--- src/rtl/enc_pkg.sv ---
// Shared definitions for the rotary encoder front end: detent code, phase type,
// quadrature move classification and constant-width helpers.
package enc_pkg;

  localparam logic [1:0] DETENT = 2'b11;

  typedef logic signed [2:0] phase_t;

  // +4 and -4 share this 3-bit pattern; the move direction tells them apart.
  localparam phase_t PHASE_FULL = 3'sd4;

  // Quarter-turn difference between two quadrature samples, modulo 4.
  typedef enum logic [1:0] {
    MV_HOLD    = 2'd0,
    MV_CW      = 2'd1,
    MV_ILLEGAL = 2'd2,
    MV_CCW     = 2'd3
  } move_e;

  function automatic int unsigned clog2(input int unsigned v);
    int unsigned r;
    r = 0;
    for (int unsigned i = 0; i < 32; i++) begin
      if ((33'(1) << i) < 33'(v)) r = i + 1;
    end
    return r;
  endfunction

  // Angular position of an A/B code, counting CW quarter turns from the detent.
  function automatic logic [1:0] enc_pos(input logic [1:0] ab);
    logic [1:0] p;
    case (ab)
      2'b11:   p = 2'd0;
      2'b01:   p = 2'd1;
      2'b00:   p = 2'd2;
      default: p = 2'd3;
    endcase
    return p;
  endfunction

endpackage

--- src/rtl/rotary_enc_counter_if.sv ---
// Pin-side and position-side signals of the rotary encoder counter.
interface rotary_enc_counter_if #(
  parameter int unsigned CNT_W = 8
);

  logic             enc_a;
  logic             enc_b;
  logic             enc_btn;
  logic             clr;
  logic [CNT_W-1:0] count;
  logic             dir;
  logic             step;
  logic             btn_level;
  logic             btn_press;
  logic             err;

  modport master (
    output enc_a, enc_b, enc_btn, clr,
    input  count, dir, step, btn_level, btn_press, err
  );

  modport slave (
    input  enc_a, enc_b, enc_btn, clr,
    output count, dir, step, btn_level, btn_press, err
  );

endinterface

--- src/rtl/enc_debounce.sv ---
// Two-flop synchroniser followed by a stable-count filter; the output only
// follows the input after DEB_CYCLES consecutive differing samples.
module enc_debounce
  import enc_pkg::*;
#(
  parameter int unsigned DEB_CYCLES = 50000,
  parameter logic        RST_VAL    = 1'b0
) (
  input  logic clk,
  input  logic rst,
  input  logic raw_i,
  output logic deb_o
);

  localparam int unsigned CW       = (clog2(DEB_CYCLES) < 1) ? 1 : clog2(DEB_CYCLES);
  localparam logic [CW-1:0] CNT_LAST = CW'(DEB_CYCLES - 1);

  logic          sync1_q, sync1_d;
  logic          sync2_q, sync2_d;
  logic          deb_q,   deb_d;
  logic [CW-1:0] cnt_q,   cnt_d;

  // Count while the synchronised level disagrees; adopt it on the last count.
  always_comb begin
    sync1_d = raw_i;
    sync2_d = sync1_q;
    deb_d   = deb_q;
    cnt_d   = '0;
    if (sync2_q != deb_q) begin
      if (cnt_q == CNT_LAST) begin
        deb_d = sync2_q;
      end else begin
        cnt_d = cnt_q + CW'(1);
      end
    end
  end

  always_ff @(posedge clk) begin
    if (rst) begin
      sync1_q <= RST_VAL;
      sync2_q <= RST_VAL;
      deb_q   <= RST_VAL;
      cnt_q   <= '0;
    end else begin
      sync1_q <= sync1_d;
      sync2_q <= sync2_d;
      deb_q   <= deb_d;
      cnt_q   <= cnt_d;
    end
  end

  assign deb_o = deb_q;

endmodule

--- src/rtl/rotary_enc_counter.sv ---
// Rotary encoder front end: debounced A/B/button, full-detent decoding and a
// bounded position counter. Define ENC_WRAP_EN to wrap instead of saturate.
module rotary_enc_counter
  import enc_pkg::*;
#(
  parameter int unsigned CNT_W      = 8,
  parameter int unsigned MAX_VAL    = 120,
  parameter int unsigned INIT_VAL   = 0,
  parameter int unsigned DEB_CYCLES = 50000
) (
  input  logic                 clk,
  input  logic                 rst,
  rotary_enc_counter_if.slave  bus
);

`ifdef ENC_WRAP_EN
  localparam bit WRAP_EN = 1'b1;
`else
  localparam bit WRAP_EN = 1'b0;
`endif

  localparam logic [CNT_W-1:0] MAX_C  = CNT_W'(MAX_VAL);
  localparam logic [CNT_W-1:0] INIT_C = CNT_W'(INIT_VAL);

  logic deb_a, deb_b, deb_btn;

  enc_debounce #(.DEB_CYCLES(DEB_CYCLES), .RST_VAL(1'b1)) u_deb_a (
    .clk(clk), .rst(rst), .raw_i(bus.enc_a), .deb_o(deb_a)
  );

  enc_debounce #(.DEB_CYCLES(DEB_CYCLES), .RST_VAL(1'b1)) u_deb_b (
    .clk(clk), .rst(rst), .raw_i(bus.enc_b), .deb_o(deb_b)
  );

  enc_debounce #(.DEB_CYCLES(DEB_CYCLES), .RST_VAL(1'b0)) u_deb_btn (
    .clk(clk), .rst(rst), .raw_i(bus.enc_btn), .deb_o(deb_btn)
  );

  logic [1:0]       ab_c;
  move_e            move_c;
  phase_t           phase_nxt_c;
  logic             commit_cw_c, commit_ccw_c;

  logic [1:0]       ab_prev_q,   ab_prev_d;
  phase_t           phase_q,     phase_d;
  logic [CNT_W-1:0] count_q,     count_d;
  logic             dir_q,       dir_d;
  logic             step_q,      step_d;
  logic             err_q,       err_d;
  logic             btn_prev_q,  btn_prev_d;
  logic             btn_press_q, btn_press_d;

  assign ab_c   = {deb_a, deb_b};
  assign move_c = move_e'(2'(enc_pos(ab_c) - enc_pos(ab_prev_q)));

  // Quadrature decode: track phase since the last detent, commit on re-entry.
  always_comb begin
    phase_nxt_c  = phase_q;
    commit_cw_c  = 1'b0;
    commit_ccw_c = 1'b0;
    err_d        = 1'b0;
    case (move_c)
      MV_CW:      phase_nxt_c = phase_q + phase_t'(1);
      MV_CCW:     phase_nxt_c = phase_q - phase_t'(1);
      MV_ILLEGAL: begin
        err_d       = 1'b1;
        phase_nxt_c = '0;
      end
      default:    phase_nxt_c = phase_q;
    endcase
    phase_d = phase_nxt_c;
    if ((move_c == MV_CW || move_c == MV_CCW) && ab_c == DETENT) begin
      phase_d      = '0;
      commit_cw_c  = (move_c == MV_CW)  && (phase_nxt_c == PHASE_FULL);
      commit_ccw_c = (move_c == MV_CCW) && (phase_nxt_c == PHASE_FULL);
    end
    ab_prev_d = ab_c;
  end

  // Bounded position counter, step/dir reporting and button edge pulse.
  always_comb begin
    count_d     = count_q;
    dir_d       = dir_q;
    step_d      = commit_cw_c | commit_ccw_c;
    btn_prev_d  = deb_btn;
    btn_press_d = deb_btn & ~btn_prev_q;
    if (commit_cw_c) begin
      dir_d = 1'b1;
      if (count_q >= MAX_C) begin
        count_d = WRAP_EN ? '0 : MAX_C;
      end else begin
        count_d = count_q + CNT_W'(1);
      end
    end else if (commit_ccw_c) begin
      dir_d = 1'b0;
      if (count_q == '0) begin
        count_d = WRAP_EN ? MAX_C : '0;
      end else begin
        count_d = count_q - CNT_W'(1);
      end
    end
    if (bus.clr) begin
      count_d = INIT_C;
    end
  end

  always_ff @(posedge clk) begin
    if (rst) begin
      ab_prev_q   <= DETENT;
      phase_q     <= '0;
      count_q     <= INIT_C;
      dir_q       <= 1'b0;
      step_q      <= 1'b0;
      err_q       <= 1'b0;
      btn_prev_q  <= 1'b0;
      btn_press_q <= 1'b0;
    end else begin
      ab_prev_q   <= ab_prev_d;
      phase_q     <= phase_d;
      count_q     <= count_d;
      dir_q       <= dir_d;
      step_q      <= step_d;
      err_q       <= err_d;
      btn_prev_q  <= btn_prev_d;
      btn_press_q <= btn_press_d;
    end
  end

  assign bus.count     = count_q;
  assign bus.dir       = dir_q;
  assign bus.step      = step_q;
  assign bus.err       = err_q;
  assign bus.btn_level = deb_btn;
  assign bus.btn_press = btn_press_q;

endmodule

--- src/flat_wrapper.sv ---
// flat-port wrapper written by rule: the top's interface ports become plain ports
module rotary_enc_counter_flat import enc_pkg::*;
#(
  parameter int unsigned CNT_W      = 8,
  parameter int unsigned MAX_VAL    = 120,
  parameter int unsigned INIT_VAL   = 0,
  parameter int unsigned DEB_CYCLES = 50000
)
  (clk, rst, bus_enc_a, bus_enc_b, bus_enc_btn, bus_clr, bus_count, bus_dir, bus_step, bus_btn_level, bus_btn_press, bus_err);
  rotary_enc_counter_if #(.CNT_W(CNT_W)) bus_i ();
  input  logic clk;
  input  logic rst;
  input wire logic [$bits(bus_i.enc_a)-1:0] bus_enc_a;
  input wire logic [$bits(bus_i.enc_b)-1:0] bus_enc_b;
  input wire logic [$bits(bus_i.enc_btn)-1:0] bus_enc_btn;
  input wire logic [$bits(bus_i.clr)-1:0] bus_clr;
  output wire logic [$bits(bus_i.count)-1:0] bus_count;
  output wire logic [$bits(bus_i.dir)-1:0] bus_dir;
  output wire logic [$bits(bus_i.step)-1:0] bus_step;
  output wire logic [$bits(bus_i.btn_level)-1:0] bus_btn_level;
  output wire logic [$bits(bus_i.btn_press)-1:0] bus_btn_press;
  output wire logic [$bits(bus_i.err)-1:0] bus_err;
  assign bus_i.enc_a = bus_enc_a;
  assign bus_i.enc_b = bus_enc_b;
  assign bus_i.enc_btn = bus_enc_btn;
  assign bus_i.clr = bus_clr;
  assign bus_count = bus_i.count;
  assign bus_dir = bus_i.dir;
  assign bus_step = bus_i.step;
  assign bus_btn_level = bus_i.btn_level;
  assign bus_btn_press = bus_i.btn_press;
  assign bus_err = bus_i.err;
  rotary_enc_counter #(.CNT_W(CNT_W), .MAX_VAL(MAX_VAL), .INIT_VAL(INIT_VAL), .DEB_CYCLES(DEB_CYCLES)) u_core (.clk(clk), .rst(rst), .bus(bus_i));
endmodule
--- config.mk ---
export PLATFORM = sky130hd
export DESIGN_NAME = rotary_enc_counter_flat
export DESIGN_NICKNAME = d
export VERILOG_FILES = /design/src/rtl/enc_pkg.sv /design/src/rtl/rotary_enc_counter_if.sv /design/src/rtl/enc_debounce.sv /design/src/rtl/rotary_enc_counter.sv /design/src/flat_wrapper.sv
export SDC_FILE = /design/constraint.sdc
export NUM_CORES = 1
export LEC_CHECK = 0
export ABC_AREA = 1
export BUFFER_PORTS_ARGS = -buffer_cell sky130_fd_sc_hd__buf_2
export CAP_MARGIN = 20
export CORE_AREA = 2 2 98 100
export CTS_BUF_LIST = sky130_fd_sc_hd__clkbuf_4
export CTS_CLUSTER_SIZE = 12
export DETAILED_ROUTE_END_ITERATION = 6
export DIE_AREA = 0 0 100 102
export PLACE_DENSITY = 0.54
export SKIP_CTS_REPAIR_TIMING = 1
export SYNTH_ARGS = -nofsm -noshare
export SYNTH_HDL_FRONTEND = slang
export SYNTH_SLANG_ARGS = --single-unit
--- constraint.sdc ---
create_clock -name clk -period 8.2 [get_ports clk]
set_input_delay 0.41 -clock clk [delete_from_list [all_inputs] [get_ports clk]]
set_output_delay 0.41 -clock clk [all_outputs]
set_load 0.01 [all_outputs]
==> impl_results.md, run 1 <==
* Top Ports at 19
* Detailed-router iteration count before antenna repair at 4
* Category of the most critical setup path: reg2reg
* Cell-internal power at about 0.46 mW
* Number of remaining DRC errors at 0
* Final count of hold timing violations at 0
* Initial DRC Count at 70
* Unrepaired setup endpoints after global routing: no
* Global routing met1 resource utilization at ~17%
* Rel. slew slack at between 60% and 70%
* Grt total ovfl at 0
* Register-to-register setup slack at roughly 5200 ps
* Avg Inst Size Synth at ~7.4 sq um
* Post-route setup TNS at 0 ps
* Combinational Power Share at roughly 1.6%
* Pin count of the biggest net entering global routing at 17
* Combinational family with the most area after synthesis: simple AND/OR/NAND/NOR gates
* Number of global-route vias before repair at around 2700
* Die Area at approximately 10000 sq um
* Ant. Diodes at 0
* Critical Path Sink Type: register
* Number of unique standard cell types used by synthesis at 38
* Global route hottest layer: met2
* Worst min path class: in2reg
* Sequential-to-total area share from yosys stat at a little over two fifths
* Warning count from the yosys run at 0
* Nets in the synthesized netlist at approximately 500
* Placed cell count at about 600
* Final Wtd Congestion at around 0.82
* Max-cap violations at 0
* Number of filler instances in the final layout at between 900 and 1000
* Max IR drop VDD at between 0.09 and 0.1 mV
* Highest fanout seen on the critical path at 15
* Placement Rows at 35
* Final Non-Filler Cells at 615
* P&R area growth vs syn at 9.34%
* Die boundary width at 100 um
* Core utilization of the finished layout at between 40% and 50%
* Post-route ant nets at 0
* Power after layout at about 0.60 mW
* Total power density per cell area at around 150 nW/um^2
* Post-layout minimum cycle time at between 2000 and 3000 ps
* Clock network latency to the later pin of the worst-skew pair at between 400 and 500 ps
* Vert. Die Dim at 102 um
* Proportion of synthesized area in mux cells at 0%
* Wire length per cell at slightly above 10 um
* Post-Synthesis Cells at roughly 480
* Initial standard-cell utilization of the core at around two fifths
* Via density per instance at about 4.7
* Simple-gate area share of the yosys netlist at just under 30%
* Number of pins with negative max-slew slack in the final report at 0
* Grt met3 use at 4.38%
* Timing-limited maximum frequency at about 340 MHz
* Slew @ Worst Pin at about 560 ps
* Critical Path Source: u_core.u_deb_a.deb_o
* Fraction of the cycle the final worst path needs at 36.2%
* Startpoint type of the worst setup path: register
* Cell at the root of the clock tree: sky130_fd_sc_hd__clkbuf_4
* Number of register bits inferred by synthesis at 75
* Global-route wire length before repair at 11400 um
* Max Buffers Root-to-Sink at 2
* TritonCTS Buffers at 9
* Sinks on the clock net at 75
* Cell area reported after detailed placement at between 3000 and 4000 sq um
* Adder and majority cell fraction of the synthesized area at around 4.6%
* Critical path data required time at 8510 ps
* Final layout net count at just over 500
* Finished Cell Area at 3870 sq um
* Arrival time at the worst endpoint at between 3000 and 4000 ps
* Post-detail-place hpwl at ~4700 um
* Wirelength, routed at about 6400 um
* GRT Total Usage at about 14%
* Core area at slightly above 9000 sq um
* Beginning of the worst hold path: bus_enc_a
* Clock power frac at about 37%
* Clock transition at the registers of the reported paths at between 100 and 150 ps
* Sw power at about 0.13 mW
* Layout cell share with drive strength beyond 1 at 11.1%
* Post-synthesis xor/xnor area fraction at under 10%
* Top library cells by usage in the layout, fill and taps aside: sky130_fd_sc_hd__nor2_1, sky130_fd_sc_hd__nand2_1, sky130_fd_sc_hd__dfxtp_1
* Via count at about 2900
* Sw Ratio at roughly 22%
* Compound-Gate Fraction of Synth Area at between 10% and 20%
* Static leakage power at between 1.5 and 2 nW
* Clock tree from TritonCTS: yes
* Proportion of power drawn by flip-flops and latches at roughly three fifths
* Total standard cell area after synthesis at between 3000 and 4000 sq um
* CTS H-tree depth at 3
* Final setup violation count at 0
* Critical R2R Launch: u_core.u_deb_a.deb_o
* Antenna violations before repair at 0
* Run status: finished clean
* Number of buffers added on ports at 18
* Met2 GRT Util at 23.3%
* Clock Skews at about 14 ps
## synth_stat cells
| cell type | count | share of area, % |
|---|---|---|
| sky130_fd_sc_hd__dfxtp_1 | 75 | 42 |
| sky130_fd_sc_hd__nand2_1 | 75 | 8.0 |
| sky130_fd_sc_hd__nor2_1 | 75 | 8.0 |
| sky130_fd_sc_hd__inv_1 | 67 | 7.1 |
| sky130_fd_sc_hd__a21oi_1 | 29 | 4.1 |
| sky130_fd_sc_hd__nand3_1 | 20 | 2.8 |
| sky130_fd_sc_hd__o21ai_0 | 16 | 2.3 |
| sky130_fd_sc_hd__xor2_1 | 14 | 3.5 |
| sky130_fd_sc_hd__ha_1 | 13 | 4.6 |
| sky130_fd_sc_hd__nor3_1 | 13 | 1.8 |
| sky130_fd_sc_hd__nand4_1 | 9 | 1.6 |
| sky130_fd_sc_hd__nor4_1 | 9 | 1.6 |
| sky130_fd_sc_hd__o21ai_1 | 8 | 1.1 |
| sky130_fd_sc_hd__clkbuf_1 | 7 | 0.74 |
| sky130_fd_sc_hd__o21a_1 | 6 | 1.3 |
| sky130_fd_sc_hd__nor3_2 | 5 | 1.4 |
| sky130_fd_sc_hd__or2_2 | 5 | 0.88 |
| sky130_fd_sc_hd__nand2_2 | 3 | 0.53 |
| sky130_fd_sc_hd__nor2_2 | 3 | 0.53 |
| sky130_fd_sc_hd__nor3b_1 | 3 | 0.64 |
| sky130_fd_sc_hd__and3_1 | 2 | 0.35 |
| sky130_fd_sc_hd__inv_2 | 2 | 0.21 |
| sky130_fd_sc_hd__o21bai_1 | 2 | 0.42 |
| sky130_fd_sc_hd__xnor2_1 | 2 | 0.50 |
| sky130_fd_sc_hd__a211oi_1 | 1 | 0.21 |
| sky130_fd_sc_hd__a31oi_1 | 1 | 0.18 |
| sky130_fd_sc_hd__a41oi_1 | 1 | 0.25 |
| sky130_fd_sc_hd__and3b_1 | 1 | 0.25 |
| sky130_fd_sc_hd__buf_6 | 1 | 0.32 |
| sky130_fd_sc_hd__clkinv_1 | 1 | 0.11 |
| sky130_fd_sc_hd__inv_4 | 1 | 0.18 |
| sky130_fd_sc_hd__nand3_2 | 1 | 0.28 |
| sky130_fd_sc_hd__nand3b_4 | 1 | 0.57 |
| sky130_fd_sc_hd__nor2_4 | 1 | 0.32 |
| sky130_fd_sc_hd__o211ai_1 | 1 | 0.21 |
| sky130_fd_sc_hd__o221a_1 | 1 | 0.32 |
| sky130_fd_sc_hd__o311ai_0 | 1 | 0.25 |
| sky130_fd_sc_hd__or2_1 | 1 | 0.18 |
## logic make-up (layout without fill, tap and decap cells)
group,count (synthesis),in the layout
AOI/OAI and AO/OA,67,67
xor gates and xnor gates,16,16
adders and majority gates,13,13
buffers and inverters,79,106
DFF,75,75
and+or+nand+nor,227,227
## worst max-delay path: stages, from the launching register on
cell and delay, ps:
sky130_fd_sc_hd__dfxtp_1 410, sky130_fd_sc_hd__inv_1 90, sky130_fd_sc_hd__ha_1 280, sky130_fd_sc_hd__inv_1 40
sky130_fd_sc_hd__ha_1 190, sky130_fd_sc_hd__inv_1 50, sky130_fd_sc_hd__nand2_1 60, sky130_fd_sc_hd__nand2_1 60
sky130_fd_sc_hd__nand2_1 60, sky130_fd_sc_hd__nand2_2 90, sky130_fd_sc_hd__inv_2 80, sky130_fd_sc_hd__nor2_2 130
sky130_fd_sc_hd__xnor2_1 130, sky130_fd_sc_hd__inv_1 60, sky130_fd_sc_hd__ha_1 170, sky130_fd_sc_hd__nand2_1 80
sky130_fd_sc_hd__nand2_1 50, sky130_fd_sc_hd__nand2_1 70, sky130_fd_sc_hd__nand3_1 110, sky130_fd_sc_hd__nand2_2 140
sky130_fd_sc_hd__nand3b_4 120, sky130_fd_sc_hd__inv_4 160, sky130_fd_sc_hd__o21ai_0 100, sky130_fd_sc_hd__nor2_1 100
sky130_fd_sc_hd__nor2_1 40
## final cells by class
cell class | count | area (sq um) | share of cell area, %
clock buffers | 10 | 75.1 | 1.94
repair buffers | 19 | 97.6 | 2.52
well taps | 111 | 139 | 3.59
flip-flops and latches | 75 | 1500 | 38.8
multi-input cells | 323 | 1730 | 44.7
inverters | 71 | 269 | 6.96
clock inverters | 6 | 56.3 | 1.46
## flip-flops by register name, indices dropped and copies added, names as in the netlist, 2 cells and up
| register | flops |
|---|---|
| u_core.phase_q | 3 |
| u_core.u_deb_b.cnt_q | 16 |
| u_core.u_deb_btn.cnt_q | 16 |
| u_core.ab_prev_q | 2 |
| u_core.bus.count | 8 |
| u_core.u_deb_a.cnt_q | 16 |
## stage by stage
| step | hold slack [ps] | setup WS [ps] |
|---|---|---|
| 2_1_floorplan | 373 | 5500 |
| 3_3_place_gp | 380 | 5330 |
| 3_5_place_dp | 378 | 5270 |
| 4_1_cts | 153 | 5230 |
| 5_1_grt | 145 | 4900 |
| 6_report | 181 | 5230 |
## power groups by stage
stage                     clock network [mW]  registers (mW)  logic (mW)
final                                  0.219           0.367     0.00951
after global placement                     0           0.375     0.00963
after floorplan                            0           0.375     0.00631
after global routing                   0.246           0.367      0.0113
after CTS                              0.233           0.367     0.00991
after detailed placement                   0           0.375     0.00986
## path summary, 6_finish.rpt
check                      endpoint  depth (start not counted)
max             u_core.bus.count[1]                         24
min reg2reg    u_core.bus.btn_press                          1
max reg2reg     u_core.bus.count[1]                         24
min          u_core.u_deb_a.sync1_q                          2
## per-layer routing
layer | up-vias | share of wire (%)
met5 | - | 0
li1 | 1582 | -
met2 | 29 | 45
met3 | 6 | 3.1
met4 | 0 | 1.1
met1 | 1303 | 51
(Power assumes the default switching activity.)
==> inputs of run 2 (changes only) <==
--- a/config.mk
+++ b/config.mk
@@ -5,7 +5,7 @@
 export SDC_FILE = /design/constraint.sdc
 export NUM_CORES = 1
 export LEC_CHECK = 0
-export ABC_AREA = 1
+export ABC_AREA = 0
 export BUFFER_PORTS_ARGS = -buffer_cell sky130_fd_sc_hd__buf_2
 export CAP_MARGIN = 20
 export CORE_AREA = 2 2 98 100
@@ -13,7 +13,7 @@
 export CTS_CLUSTER_SIZE = 12
 export DETAILED_ROUTE_END_ITERATION = 6
 export DIE_AREA = 0 0 100 102
-export PLACE_DENSITY = 0.54
+export PLACE_DENSITY = 0.56
 export SKIP_CTS_REPAIR_TIMING = 1
 export SYNTH_ARGS = -nofsm -noshare
 export SYNTH_HDL_FRONTEND = slang
==> constraint.sdc (replaced) <==
create_clock -name clk -period 2.45 [get_ports clk]
set_input_delay 0.1225 -clock clk [delete_from_list [all_inputs] [get_ports clk]]
set_output_delay 0.1225 -clock clk [all_outputs]
set_load 0.01 [all_outputs]
==> run 2 against run 1 <==
Against the previous run:
- the flow now finishes with violations (setup timing)
- first-iteration DRC count increased by 17%
- clock power increased to 3.6 times the previous value
- synthesized cell count decreased by 14%
- die area unchanged
- register-to-register slack got worse by 5600 ps
- sequential cell count unchanged
- largest power group unchanged
- non-clock buffer count increased by 25
==> impl_results.md, run 2 <==
* Setup WS post-layout at -362 ps (was 5230 ps)
* Clock tree from TritonCTS: yes (unchanged)
* Finished Cell Area at 4210 sq um (was 3870 sq um)
* Combinational Power Share at 1.8% (was 1.6%)
* Number of global-route vias before repair at 2643 (was 2662)
* Static leakage power at 1.60 nW (was 1.59 nW)
* Number of buffers added on ports at 18 (unchanged)
* Sinks on the clock net at 75 (unchanged)
* Post-route ant nets at 0 (unchanged)
* P&R area growth vs syn at 18.4% (was 9.34%)
* Nets in the synthesized netlist at 430 (was 496)
* Number of unique standard cell types used by synthesis at 49 (was 38)
* Via count at 2899 (was 2920)
* Clock network latency to the later pin of the worst-skew pair at 430 ps (was 410 ps)
* Slew @ Worst Pin at 580 ps (was 557 ps)
* Most used flip-flop cell after synthesis: sky130_fd_sc_hd__dfxtp_1 (unchanged)
* Initial DRC Count at 82 (was 70)
* Fraction of the cycle the final worst path needs at 115% (was 36.2%)
* Failing checks: setup timing
* Arrival time at the worst endpoint at 3150 ps (was 3280 ps)
* Sequential-to-total area share from yosys stat at 42.2% (was 42.4%)
* Proportion of power drawn by flip-flops and latches at 60.0% (was 61.6%)
* Critical Path Source: u_core.u_deb_a.deb_o (unchanged)
* Top Ports at 19 (unchanged)
* Final count of hold timing violations at 0 (unchanged)
* Leading registers by flop count: u_core.u_deb_a.cnt_q (16), u_core.u_deb_b.cnt_q (16), u_core.u_deb_btn.cnt_q (16) (unchanged)
* Number of remaining DRC errors at 0 (unchanged)
* Timing-limited maximum frequency at 356 MHz (was 337 MHz)
* Clock power frac at 38.3% (was 36.8%)
* Core area at 9110 sq um (unchanged)
* Beginning of the worst hold path: rst (was bus_enc_a)
* Total power density per cell area at 486 nW/um^2 (was 154 nW/um^2)
* Post-Synthesis Cells at 411 (was 477)
* Clock Skews at 21.0 ps (was 14.3 ps)
* Startpoint type of the worst setup path: register (unchanged)
* Final layout net count at 471 (was 518)
* Initial standard-cell utilization of the core at 39.1% (was 38.8%)
* Met2 wire length at 3190 um (was 2890 um)
* Post-synth EDFFs at 0 (unchanged)
* TritonCTS Buffers at 9 (unchanged)
* Wirelength, routed at 7180 um (was 6390 um)
* Share of flip-flops with an asynchronous set or reset at 0% (unchanged)
* Grt total ovfl at 0 (unchanged)
* Multi-input logic area at 2060 sq um (was 1730 sq um)
* Vert. Die Dim at 102 um (unchanged)
* Unrepaired setup endpoints after global routing: yes (was no)
* Number of filler instances in the final layout at 902 (was 973)
* Post-layout minimum cycle time at 2810 ps (was 2970 ps)
* Max Buffers Root-to-Sink at 2 (unchanged)
* Antenna violations before repair at 1 (was 0)
* Placement Rows at 35 (unchanged)
* Met1 Wirelength at 3540 um (was 3230 um)
* Top library cells by usage in the layout, fill and taps aside: sky130_fd_sc_hd__nor2_1, sky130_fd_sc_hd__dfxtp_1, sky130_fd_sc_hd__nand2_1 (was sky130_fd_sc_hd__nor2_1, sky130_fd_sc_hd__nand2_1, sky130_fd_sc_hd__dfxtp_1)
* Cell-internal power at 1.56 mW (was 0.463 mW)
* Number of register bits inferred by synthesis at 75 (unchanged)
* Final Wtd Congestion at 0.922 (was 0.818)
* Cell area reported after detailed placement at 3920 sq um (was 3740 sq um)
* Post-detail-place hpwl at 5000 um (was 4740 um)
* Pin count of the biggest net entering global routing at 17 (unchanged)
* Leading post-synthesis cells by cell area: sky130_fd_sc_hd__dfxtp_1, sky130_fd_sc_hd__nor2_1, sky130_fd_sc_hd__xor2_1 (was sky130_fd_sc_hd__dfxtp_1, sky130_fd_sc_hd__nand2_1, sky130_fd_sc_hd__nor2_1)
* Via density per instance at 5.09 (was 4.75)
* Sw Ratio at 23.9% (was 22.2%)
* Wire length per cell at 12.6 um (was 10.4 um)
* Die Area at 10200 sq um (unchanged)
* Clock transition at the registers of the reported paths at 140 ps (was 110 ps)
* Number of pins with negative max-slew slack in the final report at 0 (unchanged)
* Sw power at 0.489 mW (was 0.132 mW)
* Worst min path class: in2reg (unchanged)
* GRT Total Usage at 14.7% (was 13.8%)
* Critical path data required time at 2780 ps (was 8510 ps)
* Area share of the largest cell type after synthesis at 42.2% (was 42.4%)
* Layout cell share with drive strength beyond 1 at 19.7% (was 11.1%)
* Total standard cell area after synthesis at 3560 sq um (was 3540 sq um)
* Top layer reached by signal wires: met4 (unchanged)
* Area used by sequential logic in the layout at 1510 sq um (was 1500 sq um)
* Final setup violation count at 11 (was 0)
* Critical R2R Launch: u_core.u_deb_a.deb_o (unchanged)
* Warning count from the yosys run at 0 (unchanged)
* Detailed-router iteration count before antenna repair at 4 (unchanged)
* Dominant cell type by area after synthesis: sky130_fd_sc_hd__dfxtp_1 (unchanged)
* Core utilization of the finished layout at 46.3% (was 42.5%)
* Avg Inst Size Synth at 8.66 sq um (was 7.42 sq um)
* Cell at the root of the clock tree: sky130_fd_sc_hd__clkbuf_4 (unchanged)
* Die boundary width at 100 um (unchanged)
* Run status: complete, but fails checks (was finished clean)
* Max-cap violations at 0 (unchanged)
* Most used standard cells in the synthesized netlist: sky130_fd_sc_hd__dfxtp_1, sky130_fd_sc_hd__nor2_1, sky130_fd_sc_hd__nand2_1 (was sky130_fd_sc_hd__dfxtp_1, sky130_fd_sc_hd__nand2_1, sky130_fd_sc_hd__nor2_1)
* Rel. slew slack at 60.8% (was 62.4%)
* Max IR drop VDD at 0.277 mV (was 0.0908 mV)
* Wire length on met3 at 285 um (was 197 um)
* Global-route wire length before repair at 11900 um (was 11400 um)
* Category of the most critical setup path: reg2reg (unchanged)
* CTS H-tree depth at 3 (unchanged)
* Highest fanout seen on the critical path at 5 (was 15)
* Critical Path Sink Type: register (unchanged)
## run 2: cell count changes in the layout (fill, tap and decap cells not counted), sizes merged, moves of 13 or more
| cell | change |
|---|---|
| a21oi | -24 |
| nand2 | -45 |
| buf | +22 |
| xor2 | +13 |
| o21ai | -17 |
| inv | -53 |
| xnor2 | +22 |
## run 2: final timing paths
| kind | end | slack (ps) | cells past startpoint |
|---|---|---|---|
| max | u_core.bus.count[4] | -360 | 13 |
| min | u_core.phase_q[2] | 20 | 2 |
| max reg2reg | u_core.bus.count[4] | -360 | 13 |
| min reg2reg | u_core.bus.btn_press | 390 | 1 |
## run 2: stage by stage
step	hold WS (ps)	power [mW]	cells	setup TNS, ps	setup slack [ps]
4_1_cts	-158	2.08	563	-4070	-439
2_1_floorplan	202	1.27	411	-3340	-454
3_3_place_gp	311	1.29	547	-3010	-345
6_report	20.0	2.05	569	-2880	-362
3_5_place_dp	311	1.29	547	-3610	-397
5_1_grt	12.5	2.14	569	-4950	-525
## run 2: worst max-delay path, stage by stage (launching register included)
cell                      delay [ps]
sky130_fd_sc_hd__dfxtp_4         400
sky130_fd_sc_hd__inv_4            50
sky130_fd_sc_hd__ha_4            250
sky130_fd_sc_hd__inv_2            40
sky130_fd_sc_hd__ha_4            140
sky130_fd_sc_hd__xnor3_2         250
sky130_fd_sc_hd__nor2_4           90
sky130_fd_sc_hd__xor2_1          150
sky130_fd_sc_hd__ha_2            270
sky130_fd_sc_hd__inv_2            50
sky130_fd_sc_hd__o211a_1         230
sky130_fd_sc_hd__a211o_1         290
sky130_fd_sc_hd__a211o_1         310
sky130_fd_sc_hd__a32o_1          210
## run 2: kinds of logic (layout without fill, tap and decap cells)
group	Yosys count	after routing	synth area share [%]
mux	6	6	1.69
other cells	0	1	0
buf+inv	29	75	3.09
flops	75	75	42.2
fa+ha+maj	13	13	4.57
simple gates	199	199	27.4
xor+xnor	52	52	13.2
compound gates	37	37	7.84
## run 2: power by group through the flow
stage          sequential [mW]  clock, mW  combinational, mW
6_report                  1.23      0.783             0.0363
4_1_cts                   1.23      0.818             0.0331
5_1_grt                   1.23      0.874             0.0408
3_3_place_gp              1.26          0             0.0331
2_1_floorplan             1.25          0             0.0191
3_5_place_dp              1.26          0             0.0330
## run 2: cell type report
cell class | instances | share of cell area, %
antenna | 1 | 0.0594
timing repair buffer | 44 | 7.13
sequential | 75 | 35.7
tap | 111 | 3.30
inverter | 15 | 1.40
clock buffer | 9 | 1.60
clock inverter | 7 | 1.78
multi-input combinational | 307 | 49.0
## run 2: per-layer routing
layer / vias up / track usage [%]
li1: 1490 / -
met1: 1342 / 19.2
met2: 53 / 22.7
met3: 14 / 3.76
met4: 0 / 7.48
met5: - / 0
==> inputs of run 3 (changes only) <==
--- a/config.mk
+++ b/config.mk
@@ -8,11 +8,11 @@
 export ABC_AREA = 0
 export BUFFER_PORTS_ARGS = -buffer_cell sky130_fd_sc_hd__buf_2
 export CAP_MARGIN = 20
-export CORE_AREA = 2 2 98 100
+export CORE_AREA = 2 2 109 90
 export CTS_BUF_LIST = sky130_fd_sc_hd__clkbuf_4
 export CTS_CLUSTER_SIZE = 12
 export DETAILED_ROUTE_END_ITERATION = 6
-export DIE_AREA = 0 0 100 102
+export DIE_AREA = 0 0 111 92
 export PLACE_DENSITY = 0.56
 export SKIP_CTS_REPAIR_TIMING = 1
 export SYNTH_ARGS = -nofsm -noshare
==> run 3 against run 2 <==
Against the previous run:
- power shrank 6.9%
- routed wire length grew 2.2%
- clock-buffer cell count grew 1
- critical path depth shrank 1
- the flow still finishes with violations (setup timing)
- highest routed layer unchanged
==> impl_results.md, run 3 (same netlist as run 2, synthesis figures left out) <==
* Crit-path most repeated cell: sky130_fd_sc_hd__a211o_1
* Static leakage power at 1.57 nW (was 1.60 nW)
* Reg-to-Reg End: u_core.bus.count[4] (unchanged)
* CTS H-tree depth at 3 (unchanged)
* Vert. Die Dim at 92 um (was 102 um)
* Family with the most delay on the worst path: compound AO/OA/AOI/OAI gates (unchanged)
* Max Buffers Root-to-Sink at 2 (unchanged)
* Leading registers by flop count: u_core.u_deb_a.cnt_q (16), u_core.u_deb_b.cnt_q (16), u_core.u_deb_btn.cnt_q (16) (unchanged)
* Setup WS post-layout at -361 ps (was -362 ps)
* Die boundary width at 111 um (was 100 um)
* Critical Path Sink Type: register (unchanged)
* Pin count of the biggest net entering global routing at 25 (was 17)
* Rel. slew slack at 58.1% (was 60.8%)
* Clock tree from TritonCTS: yes (unchanged)
* Cell area reported after detailed placement at 3920 sq um (about the same)
* Critical R2R Launch: u_core.u_deb_a.deb_o (unchanged)
* Startpoint type of the worst setup path: register (unchanged)
* Fraction of the cycle the final worst path needs at 115% (about the same)
* Leading cell type in the layout, fill and taps excluded: sky130_fd_sc_hd__nor2_1
* Initial standard-cell utilization of the core at 38.5% (was 39.1%)
* Max IR drop VDD at 0.286 mV (was 0.277 mV)
* P&R area growth vs syn at 17.5% (was 18.4%)
* Clock Skews at 16.3 ps (was 21.0 ps)
* Antenna violations before repair at 0 (was 1)
* FF-to-FF path depth at 12 (was 13)
* Arrival time at the worst endpoint at 3150 ps (about the same)
* Grt total ovfl at 0 (unchanged)
* Total power density per cell area at 456 nW/um^2 (was 486 nW/um^2)
* Highest fanout seen on the critical path at 5 (unchanged)
* Final Wtd Congestion at 0.879 (was 0.922)
* Global routing met1 resource utilization at 19.3% (was 19.2%)
* Final setup violation count at 11 (unchanged)
* Failing checks: setup timing (unchanged)
* Sinks on the clock net at 75 (unchanged)
* Global route hottest layer: met2 (unchanged)
* Finished Cell Area at 4180 sq um (was 4210 sq um)
* Core utilization of the finished layout at 45.2% (was 46.3%)
* Global-route wire length before repair at 12100 um (was 11900 um)
* Final layout net count at 472 (was 471)
* Ordered list of cells on the worst path: buf_6 -> ha_4 -> nor2_1 -> xnor3_2 -> nor2_4 -> xor2_1 -> ha_2 -> inv_2 -> o211a_4 -> a211o_1 -> a211o_1 -> a32o_1 (was inv_4 -> ha_4 -> inv_2 -> ha_4 -> xnor3_2 -> nor2_4 -> xor2_1 -> ha_2 -> inv_2 -> o211a_1 -> a211o_1 -> a211o_1 -> a32o_1)
* Wire length per cell at 12.7 um (was 12.6 um)
* Crit path buf inv count at 2 (was 3)
* Via density per instance at 4.90 (was 5.09)
* Critical Path Source: u_core.u_deb_a.deb_o (unchanged)
* Wirelength, routed at 7340 um (was 7180 um)
* Die Area at 10200 sq um (about the same)
* Final count of hold timing violations at 0 (unchanged)
* Post-route setup TNS at -3150 ps (was -2880 ps)
* Number of remaining DRC errors at 0 (unchanged)
* Run status: complete, but fails checks (unchanged)
* Ant. Diodes at 0 (was 1)
* Unrepaired setup endpoints after global routing: yes (unchanged)
* Slew @ Worst Pin at 626 ps (was 580 ps)
* Met2 GRT Util at 22.0% (was 22.7%)
* GRT Total Usage at 14.6% (was 14.7%)
* Via count at 2826 (was 2899)
* Path length in cells of the critical path at 12 (was 13)
* Core area at 9250 sq um (was 9110 sq um)
* Worst-path cell with the longest stage delay: sky130_fd_sc_hd__xnor3_2 (was sky130_fd_sc_hd__dfxtp_4)
* Top library cells by usage in the layout, fill and taps aside: sky130_fd_sc_hd__nor2_1, sky130_fd_sc_hd__dfxtp_1, sky130_fd_sc_hd__nand2_1 (unchanged)
* Post-route ant nets at 0 (unchanged)
* Worst min path class: in2reg (unchanged)
* Timing-limited maximum frequency at 356 MHz (about the same)
* Post-detail-place hpwl at 5050 um (was 5000 um)
* TritonCTS Buffers at 9 (unchanged)
* Grt met3 use at 5.22% (was 3.76%)
* Number of buffers added on ports at 18 (unchanged)
* Max-cap violations at 0 (unchanged)
* Critical path destination: u_core.bus.count[4] (unchanged)
* Initial DRC Count at 125 (was 82)
* Category of the most critical setup path: reg2reg (unchanged)
* Register-to-register setup slack at -360 ps (about the same)
* Worst slack at placement at -389 ps (was -397 ps)
* Number of pins with negative max-slew slack in the final report at 0 (unchanged)
* Power after layout at 1.91 mW (was 2.05 mW)
* Critical path data required time at 2790 ps (was 2780 ps)
* Critical path's largest stage delay at 450 ps (was 400 ps)
* Cell at the root of the clock tree: sky130_fd_sc_hd__clkbuf_4 (unchanged)
* Top Ports at 19 (unchanged)
* Layout cell share with drive strength beyond 1 at 19.9% (was 19.7%)
* Detailed-router iteration count before antenna repair at 4 (unchanged)
* Placement Rows at 32 (was 35)
* Clock network latency to the later pin of the worst-skew pair at 430 ps (about the same)
* Number of global-route vias before repair at 2640 (was 2643)
* Post-layout minimum cycle time at 2810 ps (about the same)
* Clock transition at the registers of the reported paths at 130 ps (was 140 ps)
-- run 3: changes by cell type in the layout (fill, tap and decap cells not counted), sizes merged --
cell and delta:
buf +1, bufinv -1, clkbuf +1, clkinv +1, clkinvlp +1, diode -1
inv -2
-- run 3: area by class of cell --
| cell class | instances | area (sq um) |
|---|---|---|
| Timing Repair Buffer | 45 | 304 |
| Multi-Input combinational cell | 307 | 2060 |
| Clock buffer | 10 | 75.1 |
| Clock inverter | 6 | 32.5 |
| Tap cell | 119 | 149 |
| Fill cell | 933 | 5070 |
| Sequential cell | 75 | 1510 |
| Inverter | 15 | 56.3 |
-- run 3: power by group --
group | switching, mW | internal, mW
clock | 0.434 | 0.210
combinational | 0.0202 | 0.0138
sequential | 0.00294 | 1.22
total | 0.457 | 1.45
-- run 3: routing by layer --
metal	routed length, um	up-vias	share of wire (%)
li1	-	1486	-
met1	3830	1304	52
met2	3180	29	43
met3	238	7	3.2
met4	85	0	1.2
met5	0	-	0
-- run 3: worst min path at each step --
stage | startpoint | to | slack, ps | cells after the start
CTS | bus_enc_b | u_core.u_deb_b.sync1_q | -170 | 2
finish | bus_clr | u_core.bus.count[4] | 70 | 3
floorplan | rst | u_core.btn_prev_q | 200 | 1
global route | bus_clr | u_core.bus.count[4] | 50 | 3
global placement | bus_enc_b | u_core.u_deb_b.sync1_q | 310 | 2
detailed placement | bus_enc_a | u_core.u_deb_a.sync1_q | 310 | 2
-- run 3: through the flow --
stage / hold slack, ps / instances
final: 68.5 / 577
after floorplan: 202 / 411
after CTS: -168 / 569
after detailed placement: 308 / 553
after global placement: 307 / 553
after global routing: 51.4 / 577
-- run 3: worst reg2reg max path: stages (launching register included) --
cell and delay [ps]:
sky130_fd_sc_hd__dfxtp_2 350, sky130_fd_sc_hd__buf_6 120, sky130_fd_sc_hd__ha_4 140, sky130_fd_sc_hd__nor2_1 80
sky130_fd_sc_hd__xnor3_2 450, sky130_fd_sc_hd__nor2_4 90, sky130_fd_sc_hd__xor2_1 150, sky130_fd_sc_hd__ha_2 260
sky130_fd_sc_hd__inv_2 60, sky130_fd_sc_hd__o211a_4 240, sky130_fd_sc_hd__a211o_1 270, sky130_fd_sc_hd__a211o_1 300
sky130_fd_sc_hd__a32o_1 210
